==> src/rtl/csr_file.sv <==
// Machine-mode CSR register file: CSRRW/S/C(I) execution, trap entry, mret,
// and the free-running mcycle/minstret counters.
module csr_file #(
    parameter int          XLEN    = 64,
    parameter int unsigned HART_ID = 0
) (
    input  logic            clk,
    input  logic            reset,
    input  logic            csrrx,
    input  logic [2:0]      funct3,
    input  logic [11:0]     csr_addr,
    input  logic [XLEN-1:0] rs1_data,
    input  logic [4:0]      zimm,
    input  logic            instr_retire,
    input  logic            trap_valid,
    input  logic [XLEN-1:0] trap_cause,
    input  logic [XLEN-1:0] trap_pc,
    input  logic            mret,
    output logic [XLEN-1:0] csr_rdata,
    output logic            illegal,
    output logic            redirect_valid,
    output logic [XLEN-1:0] redirect_pc
);

    localparam logic [11:0] ADDR_MSTATUS  = 12'h300;
    localparam logic [11:0] ADDR_MTVEC    = 12'h305;
    localparam logic [11:0] ADDR_MSCRATCH = 12'h340;
    localparam logic [11:0] ADDR_MEPC     = 12'h341;
    localparam logic [11:0] ADDR_MCAUSE   = 12'h342;
    localparam logic [11:0] ADDR_MCYCLE   = 12'hB00;
    localparam logic [11:0] ADDR_MINSTRET = 12'hB02;
    localparam logic [11:0] ADDR_MHARTID  = 12'hF14;

    logic            mie_q, mie_d;
    logic            mpie_q, mpie_d;
    logic [XLEN-1:0] mtvec_q, mtvec_d;
    logic [XLEN-1:0] mscratch_q, mscratch_d;
    logic [XLEN-1:0] mepc_q, mepc_d;
    logic [XLEN-1:0] mcause_q, mcause_d;
    logic [XLEN-1:0] mcycle_q, mcycle_d;
    logic [XLEN-1:0] minstret_q, minstret_d;

    logic [XLEN-1:0] mstatus_val;
    logic [XLEN-1:0] old_val;
    logic [XLEN-1:0] src_val;
    logic [XLEN-1:0] csr_wdata;
    logic            implemented;
    logic            write_req;
    logic            illegal_op;
    logic            csr_we;
    logic            sys_event;

    // Low pc bits are always discarded when latching mepc on a trap.
    logic unused_trap_pc_lsbs;
    assign unused_trap_pc_lsbs = ^trap_pc[1:0];

    always_comb begin
        mstatus_val        = '0;
        mstatus_val[12:11] = 2'b11;
        mstatus_val[7]     = mpie_q;
        mstatus_val[3]     = mie_q;
    end

    always_comb begin
        implemented = 1'b1;
        old_val     = '0;
        case (csr_addr)
            ADDR_MSTATUS:  old_val = mstatus_val;
            ADDR_MTVEC:    old_val = mtvec_q;
            ADDR_MSCRATCH: old_val = mscratch_q;
            ADDR_MEPC:     old_val = mepc_q;
            ADDR_MCAUSE:   old_val = mcause_q;
            ADDR_MCYCLE:   old_val = mcycle_q;
            ADDR_MINSTRET: old_val = minstret_q;
            ADDR_MHARTID:  old_val = XLEN'(HART_ID);
            default:       implemented = 1'b0;
        endcase
    end

    // Set/clear with a zero operand index is a pure read and never faults on read-only CSRs.
    always_comb begin
        src_val    = funct3[2] ? {{(XLEN-5){1'b0}}, zimm} : rs1_data;
        write_req  = (funct3[1:0] == 2'b01) || (zimm != 5'd0);
        illegal_op = csrrx && ((funct3[1:0] == 2'b00) || !implemented ||
                               (write_req && (csr_addr[11:10] == 2'b11)));
        csr_we     = csrrx && !illegal_op && write_req && !reset;
        sys_event  = trap_valid || mret;
        csr_wdata  = src_val;
        case (funct3[1:0])
            2'b10:   csr_wdata = old_val | src_val;
            2'b11:   csr_wdata = old_val & ~src_val;
            default: csr_wdata = src_val;
        endcase
    end

    always_comb begin
        csr_rdata      = (!reset && csrrx && !illegal_op) ? old_val : '0;
        illegal        = illegal_op && !reset;
        redirect_valid = sys_event && !reset;
        redirect_pc    = '0;
        if (trap_valid) begin
            redirect_pc = mtvec_q;
        end else if (mret) begin
            redirect_pc = mepc_q;
        end
    end

    always_comb begin
        mie_d      = mie_q;
        mpie_d     = mpie_q;
        mtvec_d    = mtvec_q;
        mscratch_d = mscratch_q;
        mepc_d     = mepc_q;
        mcause_d   = mcause_q;
        mcycle_d   = mcycle_q + XLEN'(1);
        minstret_d = instr_retire ? minstret_q + XLEN'(1) : minstret_q;

        // Trap/mret own mstatus, mepc and mcause in their cycle; CSR writes there are dropped.
        if (csr_we) begin
            case (csr_addr)
                ADDR_MSTATUS: if (!sys_event) begin
                    mie_d  = csr_wdata[3];
                    mpie_d = csr_wdata[7];
                end
                ADDR_MTVEC:    mtvec_d    = {csr_wdata[XLEN-1:2], 2'b00};
                ADDR_MSCRATCH: mscratch_d = csr_wdata;
                ADDR_MEPC:     if (!sys_event) mepc_d = {csr_wdata[XLEN-1:2], 2'b00};
                ADDR_MCAUSE:   if (!sys_event) mcause_d = csr_wdata;
                ADDR_MCYCLE:   mcycle_d   = csr_wdata;
                ADDR_MINSTRET: minstret_d = csr_wdata;
                default: ;
            endcase
        end

        if (trap_valid) begin
            mepc_d   = {trap_pc[XLEN-1:2], 2'b00};
            mcause_d = trap_cause;
            mpie_d   = mie_q;
            mie_d    = 1'b0;
        end else if (mret) begin
            mie_d  = mpie_q;
            mpie_d = 1'b1;
        end
    end

    always_ff @(posedge clk) begin
        if (reset) begin
            mie_q      <= 1'b0;
            mpie_q     <= 1'b0;
            mtvec_q    <= '0;
            mscratch_q <= '0;
            mepc_q     <= '0;
            mcause_q   <= '0;
            mcycle_q   <= '0;
            minstret_q <= '0;
        end else begin
            mie_q      <= mie_d;
            mpie_q     <= mpie_d;
            mtvec_q    <= mtvec_d;
            mscratch_q <= mscratch_d;
            mepc_q     <= mepc_d;
            mcause_q   <= mcause_d;
            mcycle_q   <= mcycle_d;
            minstret_q <= minstret_d;
        end
    end

endmodule

==> config.mk <==
export PLATFORM = sky130hd
export DESIGN_NAME = csr_file
export DESIGN_NICKNAME = d
export VERILOG_FILES = /design/src/rtl/csr_file.sv
export SDC_FILE = /design/constraint.sdc
export NUM_CORES = 1
export LEC_CHECK = 0
export CAP_MARGIN = 20
export CORE_UTILIZATION = 40
export CTS_CLUSTER_DIAMETER = 150
export CTS_CLUSTER_SIZE = 12
export DETAILED_ROUTE_END_ITERATION = 10
export GPL_TIMING_DRIVEN = 0
export SKIP_LAST_GASP = 1
export SLEW_MARGIN = 10
export SYNTH_ARGS = -nofsm -noshare
export SYNTH_HDL_FRONTEND = slang
export SYNTH_SLANG_ARGS = --single-unit
==> constraint.sdc <==
create_clock -name clk -period 5.3 [get_ports clk]
set_input_delay 1.06 -clock clk [delete_from_list [all_inputs] [get_ports clk]]
set_output_delay 1.06 -clock clk [all_outputs]
set_load 0.01 [all_outputs]
==> impl_results.md <==
* Status: finished with violations
* Failing checks: setup timing
* Ys flop type: dfxtp_1
* Arrival @ worst endpoint at 4250 ps
* Crit path cell chain: clkdlybuf4s50_1 > and4bb_4 > and3_1 > buf_2 > clkbuf_1 > o21ai_0 > a21oi_1 > clkdlybuf4s50_1
* Ys async rst share at 0%
* Library cells used by synthesis at 73
* # setup viols final at 1
* Crit path max-delay family: buffers and inverters
* Worst-Margin Slew at 1220 ps
* Critical R2R Launch: minstret_q[22]$_SDFF_PP0_
* Syn avg cell area at 7.72 um2
* Post-synthesis cell count at 2863
* CP Capture Type: output pin
* Core Util, Final at between 50% and 60%
* Max stage delay cell, worst path: clkdlybuf4s50_1
* Final wirelength at 123 mm
* Max Buffers Root-to-Sink at 3
* Final Non-Filler Cells at 3952
* Max FO, Critical Path at 10
* Highest Signal Layer: met5
* Post-synth EDFFs at 0
* Core region area at around 54000 um2
* Final-stage net count at 3472
* Synthesized area at 22100 um2
* Yosys reg bits at ~380
* Via count at about 26000
* GRT overflow at 0
* Cells on worst reg2reg path at 8
* Hpwl dp at around 97 mm
* Worst skew pair latency at ~580 ps
* Row cnt at 85
* Hold bufs inserted after CTS at 0
* Setup ws final at -7.27 ps
* Total die area at approximately 56000 um2
* Initial antenna violation count at 1
* Initial Util at 40.8%
* Crit-path max cell delay at between 500 and 600 ps
* Share of layout cells above drive strength 1 at 4.64%
* Hold wc startpoint: mcause_q[1]$_SDFFE_PP0P_
* CP Buf/Inv Count at 4
* Final worst-path cycle share at 100%
* Worst hold path depth at 2
* Ports at 348
* R2R Setup Slk at approximately 1900 ps
* Die H at 237 um
* Setup Skew at 23.3 ps
* Required @ worst endpoint at 4240 ps
* Placer Congestion at 1.01
* CP Launch Type: input port
* DR DRC count at 0
* Placed cell count at 3908
* Area growth, synth to finish at 24.9%
* Initial DRC count at 3182
* Die X at between 200 and 250 um
* FF-to-FF End: minstret_q[61]$_SDFF_PP0_
* Final-report hold violation count at 0
* Leakage power total at 8.63 nW
* Tmin final at 5310 ps
* Clock root buffer: clkbuf_16
* Maxcap violations at 0
* WL met2 at 53.8 mm
* PwrDens at 231 nW/um2
* RSZ-0062 raised after global routing: no
* Cell repeated most along the worst path: clkdlybuf4s50_1
* YS warnings at 0
* All-Layer GR Usage at 42.3%
* Fin Setup TNS at -7.27 ps
* CTS tree: done
* Via density per instance at 6.63
* Critical path class: in2out
* Worst Hold Endpoint: mcause_q[1]$_SDFFE_PP0P_
* Peak VDD IR at 0.190 mV
* TritonRoute pass-1 iters at 8
* WHS at 451 ps
* Sequential share of the synthesized area at 34.6%
* Num CTS Buffers at 37
* M1 WL at 48.2 mm
* Global-route wire length before repair at 172 mm
* Slew headroom at 19.0%
* Largest net degree at the start of global routing at 20
* H-tree depth at 2
* Hold WC Path Type: reg2reg
* Slew Viols, Final at 0
* Routed wl met3 at between 10 and 15 mm
* Post-route ant nets at 0
* Wire per inst at 31.2 um
* Clock sink total at 382
* Peak Freq at 188 MHz
* Vias in the first global route at 24336
* CTS clock-pin slew for the worst setup and hold paths at 70 ps
* Port Buffers at 340
[state kept, by name (all words and copies together) (netlist names)]
register,flops
mcause_q,64
mpie_q,1
mie_q,1
mcycle_q,64
mscratch_q,64
mtvec_q,62
mepc_q,62
minstret_q,64
[worst register-to-register path, stage by stage, from the launching register on]
cell and delay, ps:
dfxtp_1 480, nand3_1 260, nor4b_1 510, clkbuf_2 270, nand3b_1 370, clkbuf_1 420
nor4_1 650, xnor2_1 190, a21oi_1 90
[power by group]
group | switching (W) | internal (W)
sequential | 0.0000462 | 0.00293
clock | 0.00125 | 0.00126
combinational | 0.000560 | 0.000327
[cell families after synthesis]
logic type	synth area share, %
compound gates	27.6
mux	5.97
simple gates	23.0
other cells	0.0170
flops	34.6
fa+ha+maj	0.113
buf+inv	5.50
xor+xnor	3.17
[layout make-up]
class	count	area, um2
clock inverter	2	17.5
antenna	3	7.51
timing repair buffer	351	3490
clock buffer	38	940
buffer	256	1110
multi-input combinational	2180	13400
tap	696	871
sequential	382	7650
inverter	44	165
fill	5377	26600
[worst max-delay path by stage]
stage / from / endpoint / slack, ps / cells past startpoint
finish: csr_addr[5] / csr_rdata[12] / -7 / 8
global route: csr_addr[11] / csr_rdata[54] / 10 / 10
CTS: csr_addr[6] / csr_rdata[51] / -40 / 10
detailed placement: csr_addr[11] / csr_rdata[61] / -850 / 10
global placement: csr_addr[11] / csr_rdata[61] / -830 / 10
floorplan: csr_addr[1] / csr_rdata[0] / 1330 / 10
[timing repair]
item | CTS | global route
resized for setup | 50 | 29
cloned | 1 | 0
endpoints found under the setup margin | 85 | 64
buffers inserted | 1 | 0
pin swaps | 0 | 0
[cell usage after synthesis, drive strengths merged, types with 20 or more instances]
library cell,instances,area share (%)
nand2b,26,0.74
xor2,20,0.79
nor2b,49,1.4
a21oi,107,2.4
nand3,111,2.5
dfxtp,382,35
o21ai,228,5.2
o22ai,65,1.8
o31a,53,2.1
nor3,65,1.5
a211oi,181,6.1
nand4,49,1.4
and3,33,0.94
a22oi,154,5.2
inv,43,0.73
clkbuf,212,3.6
nor2,305,5.2
nand2,288,4.9
buf,47,1.1
o22a,21,0.83
a2bb2oi,27,1.1
nor4,32,1.1
mux2i,124,5.6
xnor2,60,2.4
[layout by cell type (no fill, tap or decap), drive strengths merged, types with 21 or more instances in the layout]
master and count:
xnor2 60, o22a 21, a211oi 181, nand4 49, nor4 32, o22ai 65, nor2 305, and3 33
a21oi 107, o31a 53, nand2b 26, mux2i 124, nor2b 49, inv 45, buf 60, nand2 289
clkdlybuf4s50 337, a22oi 154, nor3 65, a2bb2oi 27, o21ai 228, dfxtp 382, nand3 111, clkbuf 245
[layer usage]
metal / GRT usage, % / vias to the layer above
met3: 6.62 / 366
met2: 65.6 / 1791
met5: 0 / -
met1: 54.2 / 12745
li1: - / 11305
met4: 28.9 / 2
[per-stage QoR]
step                worst slack, ps  total power, W  instance area (um2)
floorplan                      1330         0.00340                22100
global placement               -835         0.00387                26400
detailed placement             -853         0.00389                26500
CTS                           -36.3         0.00633                27500
global route                   11.2         0.00646                27600
finish                        -7.27         0.00637                27600
(Power assumes the default switching activity.)
